--- src/rtl/p_mul_sched_if.sv ---
// Bundle of the two requester handshakes, their response handshakes and the
// shared packed-multiplier port. The scheduler uses the slave view; the
// requesters and the multiplier together form the master side.
interface p_mul_sched_if;
  logic        req0_valid;
  logic        req0_ready;
  logic [2:0]  req0_op;
  logic [4:0]  req0_pw;
  logic [31:0] req0_crs1;
  logic [31:0] req0_crs2;
  logic        req1_valid;
  logic        req1_ready;
  logic [2:0]  req1_op;
  logic [4:0]  req1_pw;
  logic [31:0] req1_crs1;
  logic [31:0] req1_crs2;

  logic        rsp0_valid;
  logic        rsp0_ready;
  logic [31:0] rsp0_result;
  logic        rsp0_err;
  logic        rsp1_valid;
  logic        rsp1_ready;
  logic [31:0] rsp1_result;
  logic        rsp1_err;

  logic        mul_valid;
  logic        mul_ready;
  logic [2:0]  mul_op;
  logic [4:0]  mul_pw;
  logic [31:0] mul_crs1;
  logic [31:0] mul_crs2;
  logic [31:0] mul_result;

  modport slave (
    input  req0_valid, req0_op, req0_pw, req0_crs1, req0_crs2,
    input  req1_valid, req1_op, req1_pw, req1_crs1, req1_crs2,
    output req0_ready, req1_ready,
    input  rsp0_ready, rsp1_ready,
    output rsp0_valid, rsp0_result, rsp0_err,
    output rsp1_valid, rsp1_result, rsp1_err,
    output mul_valid, mul_op, mul_pw, mul_crs1, mul_crs2,
    input  mul_ready, mul_result
  );

  modport master (
    output req0_valid, req0_op, req0_pw, req0_crs1, req0_crs2,
    output req1_valid, req1_op, req1_pw, req1_crs1, req1_crs2,
    input  req0_ready, req1_ready,
    output rsp0_ready, rsp1_ready,
    input  rsp0_valid, rsp0_result, rsp0_err,
    input  rsp1_valid, rsp1_result, rsp1_err,
    input  mul_valid, mul_op, mul_pw, mul_crs1, mul_crs2,
    output mul_ready, mul_result
  );
endinterface

--- src/rtl/p_mul_sched.sv ---
// Two-requester round-robin scheduler in front of one shared packed /
// carry-less multiplier. Operands are latched at accept and held for the
// whole multiply; the result goes back on the owner's response handshake.
// Illegal pack widths and hung multiplies complete with err=1, result=0.
module p_mul_sched #(
  parameter int unsigned TIMEOUT = 40,
  parameter int unsigned TMR_W   = 6
) (
  input  logic         clock,
  input  logic         reset,
  p_mul_sched_if.slave bus,
  output logic         busy
);

  typedef enum logic [1:0] {IDLE, BUSY, RESP} state_e;

  state_e      state_q, state_d;
  logic        rr_last_q, rr_last_d;
  logic        owner_q, owner_d;
  logic [TMR_W-1:0] timer_q, timer_d;
  logic [2:0]  op_q, op_d;
  logic [4:0]  pw_q, pw_d;
  logic [31:0] crs1_q, crs1_d;
  logic [31:0] crs2_q, crs2_d;
  logic [31:0] result_q, result_d;
  logic        err_q, err_d;
  logic        mul_valid_q, mul_valid_d;
  logic [1:0]  rsp_valid_q, rsp_valid_d;
  logic        busy_q, busy_d;

  logic        grant0, grant1;
  logic [2:0]  sel_op;
  logic [4:0]  sel_pw;
  logic [31:0] sel_crs1, sel_crs2;
  logic        sel_legal;
  logic        owner_ready;

  // Round-robin grant: a lone requester wins, a tie goes to the one not served last.
  always_comb begin
    grant0 = 1'b0;
    grant1 = 1'b0;
    if (state_q == IDLE && !reset) begin
      grant0 = bus.req0_valid & (~bus.req1_valid | rr_last_q);
      grant1 = bus.req1_valid & (~bus.req0_valid | ~rr_last_q);
    end
  end

  assign sel_op      = grant1 ? bus.req1_op   : bus.req0_op;
  assign sel_pw      = grant1 ? bus.req1_pw   : bus.req0_pw;
  assign sel_crs1    = grant1 ? bus.req1_crs1 : bus.req0_crs1;
  assign sel_crs2    = grant1 ? bus.req1_crs2 : bus.req0_crs2;
  // Exactly one width bit set: non-zero and clearing the lowest set bit leaves zero.
  assign sel_legal   = (sel_pw != 5'd0) && ((sel_pw & (sel_pw - 5'd1)) == 5'd0);
  assign owner_ready = owner_q ? bus.rsp1_ready : bus.rsp0_ready;

  // Next-state and next-output logic for the IDLE -> BUSY -> RESP cycle.
  always_comb begin
    // NOTE: every _d starts from its held value so no path through the case leaves it unassigned (no inferred latches).
    state_d     = state_q;
    rr_last_d   = rr_last_q;
    owner_d     = owner_q;
    timer_d     = timer_q;
    op_d        = op_q;
    pw_d        = pw_q;
    crs1_d      = crs1_q;
    crs2_d      = crs2_q;
    result_d    = result_q;
    err_d       = err_q;
    mul_valid_d = mul_valid_q;
    rsp_valid_d = rsp_valid_q;

    unique case (state_q)
      IDLE: begin
        if (grant0 || grant1) begin
          owner_d = grant1;
          op_d    = sel_op;
          pw_d    = sel_pw;
          crs1_d  = sel_crs1;
          crs2_d  = sel_crs2;
          timer_d = '0;
          if (sel_legal) begin
            state_d     = BUSY;
            mul_valid_d = 1'b1;
          end else begin
            // Illegal width never reaches the multiplier.
            state_d     = RESP;
            err_d       = 1'b1;
            result_d    = '0;
            rsp_valid_d = {grant1, grant0};
          end
        end
      end
      BUSY: begin
        // A ready pulse in the timeout cycle still counts as success.
        if (bus.mul_ready) begin
          state_d     = RESP;
          mul_valid_d = 1'b0;
          result_d    = bus.mul_result;
          err_d       = 1'b0;
          rsp_valid_d = {owner_q, ~owner_q};
        end else if (timer_q == TMR_W'(TIMEOUT - 1)) begin
          state_d     = RESP;
          mul_valid_d = 1'b0;
          result_d    = '0;
          err_d       = 1'b1;
          rsp_valid_d = {owner_q, ~owner_q};
        end else begin
          timer_d = timer_q + TMR_W'(1);
        end
      end
      RESP: begin
        if (owner_ready) begin
          state_d     = IDLE;
          rr_last_d   = owner_q;
          rsp_valid_d = 2'b00;
        end
      end
      default: state_d = IDLE;
    endcase

    busy_d = (state_d != IDLE);
  end

  // State and registered outputs; synchronous reset overrides everything.
  always_ff @(posedge clock) begin
    // NOTE: operand and result latches are reset too, because every mul_* and rsp_* output must read 0 after reset.
    if (reset) begin
      state_q     <= IDLE;
      rr_last_q   <= 1'b1;
      owner_q     <= 1'b0;
      timer_q     <= '0;
      op_q        <= '0;
      pw_q        <= '0;
      crs1_q      <= '0;
      crs2_q      <= '0;
      result_q    <= '0;
      err_q       <= 1'b0;
      mul_valid_q <= 1'b0;
      rsp_valid_q <= 2'b00;
      busy_q      <= 1'b0;
    end else begin
      // NOTE: non-blocking assignments so every flop samples the pre-edge values of the others.
      state_q     <= state_d;
      rr_last_q   <= rr_last_d;
      owner_q     <= owner_d;
      timer_q     <= timer_d;
      op_q        <= op_d;
      pw_q        <= pw_d;
      crs1_q      <= crs1_d;
      crs2_q      <= crs2_d;
      result_q    <= result_d;
      err_q       <= err_d;
      mul_valid_q <= mul_valid_d;
      rsp_valid_q <= rsp_valid_d;
      busy_q      <= busy_d;
    end
  end

  assign bus.req0_ready  = grant0;
  assign bus.req1_ready  = grant1;
  assign bus.rsp0_valid  = rsp_valid_q[0];
  assign bus.rsp1_valid  = rsp_valid_q[1];
  assign bus.rsp0_result = rsp_valid_q[0] ? result_q : 32'd0;
  assign bus.rsp1_result = rsp_valid_q[1] ? result_q : 32'd0;
  assign bus.rsp0_err    = rsp_valid_q[0] & err_q;
  assign bus.rsp1_err    = rsp_valid_q[1] & err_q;
  assign bus.mul_valid   = mul_valid_q;
  assign bus.mul_op      = op_q;
  assign bus.mul_pw      = pw_q;
  assign bus.mul_crs1    = crs1_q;
  assign bus.mul_crs2    = crs2_q;
  assign busy            = busy_q;

endmodule

--- src/flat_wrapper.sv ---
// flat-port wrapper written by rule: the top's interface ports become plain ports
module p_mul_sched_flat 
#(
  parameter int unsigned TIMEOUT = 40,
  parameter int unsigned TMR_W   = 6
)
  (clock, reset, busy, bus_req0_valid, bus_req0_op, bus_req0_pw, bus_req0_crs1, bus_req0_crs2, bus_req1_valid, bus_req1_op, bus_req1_pw, bus_req1_crs1, bus_req1_crs2, bus_req0_ready, bus_req1_ready, bus_rsp0_ready, bus_rsp1_ready, bus_rsp0_valid, bus_rsp0_result, bus_rsp0_err, bus_rsp1_valid, bus_rsp1_result, bus_rsp1_err, bus_mul_valid, bus_mul_op, bus_mul_pw, bus_mul_crs1, bus_mul_crs2, bus_mul_ready, bus_mul_result);
  p_mul_sched_if bus_i ();
  input  logic clock;
  input  logic reset;
  output logic busy;
  input wire logic [$bits(bus_i.req0_valid)-1:0] bus_req0_valid;
  input wire logic [$bits(bus_i.req0_op)-1:0] bus_req0_op;
  input wire logic [$bits(bus_i.req0_pw)-1:0] bus_req0_pw;
  input wire logic [$bits(bus_i.req0_crs1)-1:0] bus_req0_crs1;
  input wire logic [$bits(bus_i.req0_crs2)-1:0] bus_req0_crs2;
  input wire logic [$bits(bus_i.req1_valid)-1:0] bus_req1_valid;
  input wire logic [$bits(bus_i.req1_op)-1:0] bus_req1_op;
  input wire logic [$bits(bus_i.req1_pw)-1:0] bus_req1_pw;
  input wire logic [$bits(bus_i.req1_crs1)-1:0] bus_req1_crs1;
  input wire logic [$bits(bus_i.req1_crs2)-1:0] bus_req1_crs2;
  output wire logic [$bits(bus_i.req0_ready)-1:0] bus_req0_ready;
  output wire logic [$bits(bus_i.req1_ready)-1:0] bus_req1_ready;
  input wire logic [$bits(bus_i.rsp0_ready)-1:0] bus_rsp0_ready;
  input wire logic [$bits(bus_i.rsp1_ready)-1:0] bus_rsp1_ready;
  output wire logic [$bits(bus_i.rsp0_valid)-1:0] bus_rsp0_valid;
  output wire logic [$bits(bus_i.rsp0_result)-1:0] bus_rsp0_result;
  output wire logic [$bits(bus_i.rsp0_err)-1:0] bus_rsp0_err;
  output wire logic [$bits(bus_i.rsp1_valid)-1:0] bus_rsp1_valid;
  output wire logic [$bits(bus_i.rsp1_result)-1:0] bus_rsp1_result;
  output wire logic [$bits(bus_i.rsp1_err)-1:0] bus_rsp1_err;
  output wire logic [$bits(bus_i.mul_valid)-1:0] bus_mul_valid;
  output wire logic [$bits(bus_i.mul_op)-1:0] bus_mul_op;
  output wire logic [$bits(bus_i.mul_pw)-1:0] bus_mul_pw;
  output wire logic [$bits(bus_i.mul_crs1)-1:0] bus_mul_crs1;
  output wire logic [$bits(bus_i.mul_crs2)-1:0] bus_mul_crs2;
  input wire logic [$bits(bus_i.mul_ready)-1:0] bus_mul_ready;
  input wire logic [$bits(bus_i.mul_result)-1:0] bus_mul_result;
  assign bus_i.req0_valid = bus_req0_valid;
  assign bus_i.req0_op = bus_req0_op;
  assign bus_i.req0_pw = bus_req0_pw;
  assign bus_i.req0_crs1 = bus_req0_crs1;
  assign bus_i.req0_crs2 = bus_req0_crs2;
  assign bus_i.req1_valid = bus_req1_valid;
  assign bus_i.req1_op = bus_req1_op;
  assign bus_i.req1_pw = bus_req1_pw;
  assign bus_i.req1_crs1 = bus_req1_crs1;
  assign bus_i.req1_crs2 = bus_req1_crs2;
  assign bus_req0_ready = bus_i.req0_ready;
  assign bus_req1_ready = bus_i.req1_ready;
  assign bus_i.rsp0_ready = bus_rsp0_ready;
  assign bus_i.rsp1_ready = bus_rsp1_ready;
  assign bus_rsp0_valid = bus_i.rsp0_valid;
  assign bus_rsp0_result = bus_i.rsp0_result;
  assign bus_rsp0_err = bus_i.rsp0_err;
  assign bus_rsp1_valid = bus_i.rsp1_valid;
  assign bus_rsp1_result = bus_i.rsp1_result;
  assign bus_rsp1_err = bus_i.rsp1_err;
  assign bus_mul_valid = bus_i.mul_valid;
  assign bus_mul_op = bus_i.mul_op;
  assign bus_mul_pw = bus_i.mul_pw;
  assign bus_mul_crs1 = bus_i.mul_crs1;
  assign bus_mul_crs2 = bus_i.mul_crs2;
  assign bus_i.mul_ready = bus_mul_ready;
  assign bus_i.mul_result = bus_mul_result;
  p_mul_sched #(.TIMEOUT(TIMEOUT), .TMR_W(TMR_W)) u_core (.clock(clock), .reset(reset), .bus(bus_i), .busy(busy));
endmodule
--- config.mk ---
export PLATFORM = sky130hd
export DESIGN_NAME = p_mul_sched_flat
export DESIGN_NICKNAME = d
export VERILOG_FILES = /design/src/rtl/p_mul_sched_if.sv /design/src/rtl/p_mul_sched.sv /design/src/flat_wrapper.sv
export SDC_FILE = /design/constraint.sdc
export NUM_CORES = 1
export LEC_CHECK = 0
export CAP_MARGIN = 10
export CORE_MARGIN = 4
export CORE_UTILIZATION = 35
export CTS_CLUSTER_DIAMETER = 150
export DETAILED_ROUTE_END_ITERATION = 7
export PLACE_DENSITY = 0.77
export SETUP_SLACK_MARGIN = 0.4
export SKIP_CTS_REPAIR_TIMING = 1
export SYNTH_ARGS = -nofsm -noshare
export SYNTH_HDL_FRONTEND = slang
export SYNTH_SLANG_ARGS = --single-unit
--- constraint.sdc ---
create_clock -name clock -period 2.7 [get_ports clock]
set_input_delay 0.81 -clock clock [delete_from_list [all_inputs] [get_ports clock]]
set_output_delay 0.81 -clock clock [all_outputs]
set_load 0.05 [all_outputs]
==> impl_metrics.py <==
metrics = {
    "status": {
        "outcome": "finished clean",
    },
    "cells_and_area": {
        "final_cells": 1300,
        "post_route_cells_drive_above_1_share_pct": 16.1,
        "synthToLayoutAreaGrowth_pct": 93.1,
        "fin_nets": 1257,
        "n_fill_cell": 1200,
        "finalCoreUtilization_pct": 69.5,
    },
    "synthesis": {
        "synthesis_warnings": 0,
        "nets_in_the_synthesized_netlist": 925,
        "synthSimpleGateAreaFrac_pct": 29.9,
        "synth_enable_flop_cells": 0,
        "synth-adder-area-share_pct": 1.08,
        "synthMuxAreaShare_pct": 6.45,
        "synth_top_flop_cell": "sky130_fd_sc_hd__dfxtp_1",
        "largest_family_of_logic_cells_by_synthesized_area": "simple AND/OR/NAND/NOR gates",
        "synth_async_sr_flop_share_pct": 0,
        "synth_compound_gate_area_share_pct": 15.2,
        "post_synth_xor_area_fraction_pct": 1.06,
        "syn_area_um2": 5780,
        "yosys.cell_types.count": 41,
        "number_of_register_bits_inferred_by_synthesis": 119,
        "syn-instance-count": 737,
        "synth.yosys.seq_area_share_pct": 41.2,
        "post_synth.cell_area_avg_um2": 7.85,
    },
    "sta": {
        "min_period_over_period_pct": 89.9,
        "achievable-frequency_mhz": 412,
        "hold_violations": 0,
        "grt_setup_unrepaired": "true",
        "clock-skew-final_ns": 0.00819,
        "finalSetupViolations": 0,
        "worst_slew_pin_slew_ns": 0.616,
        "finalWorstPathRequiredPeriod_ns": 2.43,
        "slew-limit-headroom_pct": 58.9,
        "timing.setup.tns_ns": 0,
        "final_max_slew_viol_count": 0,
    },
    "detailed_routing": {
        "wl_met3_mm": 2.34,
        "firstDrtPassIters": 4,
        "route.detailed.vias_per_inst": 4.88,
        "routed_wirelength_mm": 21.9,
        "met2RoutedLength_mm": 11.2,
        "route.vias.total": 6343,
        "routed.top_layer": "met4",
        "routedLengthMet1_mm": 8.10,
        "drt.antenna.violating_nets": 0,
        "drtIter0Drc": 277,
        "remaining_drc_errors": 0,
        "routed_len_inst_um": 16.8,
    },
    "critical_path": {
        "criticalPathCategory": "reg2out",
        "setup.worst_path.end_class": "output port",
        "crit_path_frequent_cell": "sky130_fd_sc_hd__inv_4",
        "worst-endpoint-arrival_ns": 1.62,
        "crit_path_cell_trace": "inv_4 -> ha_4 -> nor2b_4 -> nand3_4 -> inv_4 -> buf_6 -> buf_12",
        "critical-path-slowest-cell": "sky130_fd_sc_hd__dfxtp_4",
        "critical_path.max_fanout": 4,
        "r2r_setup_slack_ns": 0.35,
        "crit_path_max_incr_delay_ns": 0.36,
        "worst-endpoint-required_ns": 1.89,
        "worstSetupStartpointType": "flop",
    },
    "power_and_ir_drop": {
        "power_per_cell_area_nw_per_um2": 531,
        "power_mw": 5.93,
        "worst_ir_drop_vdd_mv": 0.410,
        "p_leak_nw": 5.55,
    },
    "global_routing": {
        "number_of_antenna_violations_at_the_first_check_in_global_routing": 0,
        "via_count_of_the_first_global_routing_pass": 6094,
        "grt.overflow.total": 0,
        "grt_start_max_net_pins": 58,
        "grt_pass1_wl_mm": 31.5,
        "globalRouteTotalUtil_pct": 21.4,
    },
    "die": {
        "die_height_um": 137,
        "top_level_i_o_count": 327,
        "core_area_um2": 16100,
        "die_area_um2": 18600,
        "std_cell_rows": 46,
        "initial_utilization_pct": 36.0,
        "chipWidth_um": 137,
    },
    "placement": {
        "dpl.cell_count": 1251,
        "dp.final_hpwl_mm": 15.6,
        "numPortBuffers": 326,
        "gpl.final_weighted_congestion": 0.846,
    },
    "cts": {
        "tritoncts": "done",
        "clock_tree.buffer_depth": 2,
        "clock-sinks": 119,
        "tritoncts.num_buffers": 17,
        "cts_htree_levels": 4,
        "clock_insertion_delay_worst_skew_ns": 0.41,
        "path_clk_slew_ns": 0.05,
        "clock_tree.root_cell": "sky130_fd_sc_hd__clkbuf_16",
    },
    "job": {
        "cap_violations": 0,
    },
    "hold_path": {
        "hold_class": "reg2reg",
    },
}
==> area by class of cell <==
type	count	area, um2	area share [%]
diodes	2	5.00	0.0448
clock buffers	20	437	3.91
clock inverters	12	153	1.37
inverters	9	45.0	0.403
multi-input cells	549	3180	28.4
flip-flops and latches	119	2390	21.4
well taps	216	270	2.42
repair buffers	373	4690	42.0
==> logic make-up after synthesis <==
group | Yosys count
compound gates | 107
xor+xnor | 7
fa+ha+maj | 5
buf+inv | 69
flops | 119
mux | 36
simple gates | 394
==> cell usage after synthesis, types with 4 or more instances <==
library cell | instances | area share (%)
sky130_fd_sc_hd__xor2_1 | 5 | 0.76
sky130_fd_sc_hd__ha_1 | 5 | 1.1
sky130_fd_sc_hd__inv_1 | 7 | 0.45
sky130_fd_sc_hd__and2_1 | 69 | 7.5
sky130_fd_sc_hd__a311oi_1 | 72 | 11
sky130_fd_sc_hd__clkbuf_1 | 55 | 3.6
sky130_fd_sc_hd__nand3b_1 | 4 | 0.52
sky130_fd_sc_hd__a21oi_1 | 7 | 0.61
sky130_fd_sc_hd__o21ai_0 | 8 | 0.69
sky130_fd_sc_hd__mux2i_1 | 35 | 6.1
sky130_fd_sc_hd__dfxtp_1 | 119 | 41
sky130_fd_sc_hd__nor2_1 | 86 | 5.6
sky130_fd_sc_hd__nand3_1 | 6 | 0.52
sky130_fd_sc_hd__nand2_1 | 216 | 14
==> flip-flops by register name, summed over array words and instances, names as in the netlist <==
register              cells
u_core.bus.mul_crs2      32
u_core.result_q          32
u_core.rr_last_q          1
u_core.busy               1
u_core.timer_q            6
u_core.state_q            2
u_core.bus.mul_valid      1
u_core.bus.mul_crs1      32
u_core.bus.mul_pw         5
u_core.bus.mul_op         3
u_core.rsp_valid_q        2
u_core.owner_q            1
u_core.err_q              1
==> report_power, final <==
group / total, mW / switching [mW] / internal [mW]
registers: 1.96 / 0.0709 / 1.89
clock network: 2.29 / 0.837 / 1.45
logic: 1.68 / 0.939 / 0.741
==> stage by stage <==
step	cell area [um2]	hold slack, ns	setup WS [ns]
5_1_grt	11200	0.488	0.210
3_3_place_gp	10100	0.449	-0.313
4_1_cts	10700	0.466	-0.0466
6_report	11200	0.465	0.273
3_5_place_dp	10100	0.459	-0.391
2_1_floorplan	5790	0.442	0.130
==> cell usage in the layout, fill, tap and decap left out, types with 4 or more instances in the layout <==
cell type / instances
sky130_fd_sc_hd__a21oi_1: 7
sky130_fd_sc_hd__clkinvlp_4: 5
sky130_fd_sc_hd__dlymetal6s2s_1: 81
sky130_fd_sc_hd__o21ai_0: 8
sky130_fd_sc_hd__clkdlybuf4s50_1: 171
sky130_fd_sc_hd__xor2_1: 5
sky130_fd_sc_hd__a311oi_1: 72
sky130_fd_sc_hd__nand3b_1: 4
sky130_fd_sc_hd__clkbuf_16: 20
sky130_fd_sc_hd__dfxtp_1: 117
sky130_fd_sc_hd__nand3_1: 5
sky130_fd_sc_hd__inv_1: 4
sky130_fd_sc_hd__buf_4: 29
sky130_fd_sc_hd__ha_1: 4
sky130_fd_sc_hd__buf_12: 78
sky130_fd_sc_hd__and2_1: 68
sky130_fd_sc_hd__nor2_1: 85
sky130_fd_sc_hd__buf_6: 7
sky130_fd_sc_hd__nand2_1: 216
sky130_fd_sc_hd__mux2i_1: 35
==> worst max-delay path, delay by kind of cell, from the launching register on <==
family	cells	cell delay, ns
buffers and inverters	4	0.37
DFF	1	0.36
and+or+nand+nor	2	0.33
adders and majority gates	1	0.13
==> final timing paths <==
| check | cells after the start | endpoint | start |
|---|---|---|---|
| max | 7 | bus_req1_ready | u_core.state_q[0]$_SDFF_PP0_ |
| min | 2 | u_core.result_q[9]$_SDFFE_PP0P_ | u_core.result_q[9]$_SDFFE_PP0P_ |
| max reg2reg | 11 | u_core.result_q[20]$_SDFFE_PP0P_ | u_core.state_q[0]$_SDFF_PP0_ |
| min reg2reg | 2 | u_core.result_q[9]$_SDFFE_PP0P_ | u_core.result_q[9]$_SDFFE_PP0P_ |
==> layer usage <==
layer  global-route usage [%]  up-vias
li1                         -     3174
met1                     23.8     2907
met2                     37.0      245
met3                     9.67       17
met4                     5.99        0
met5                        0        -
Power figures use the tool's default switching activity.
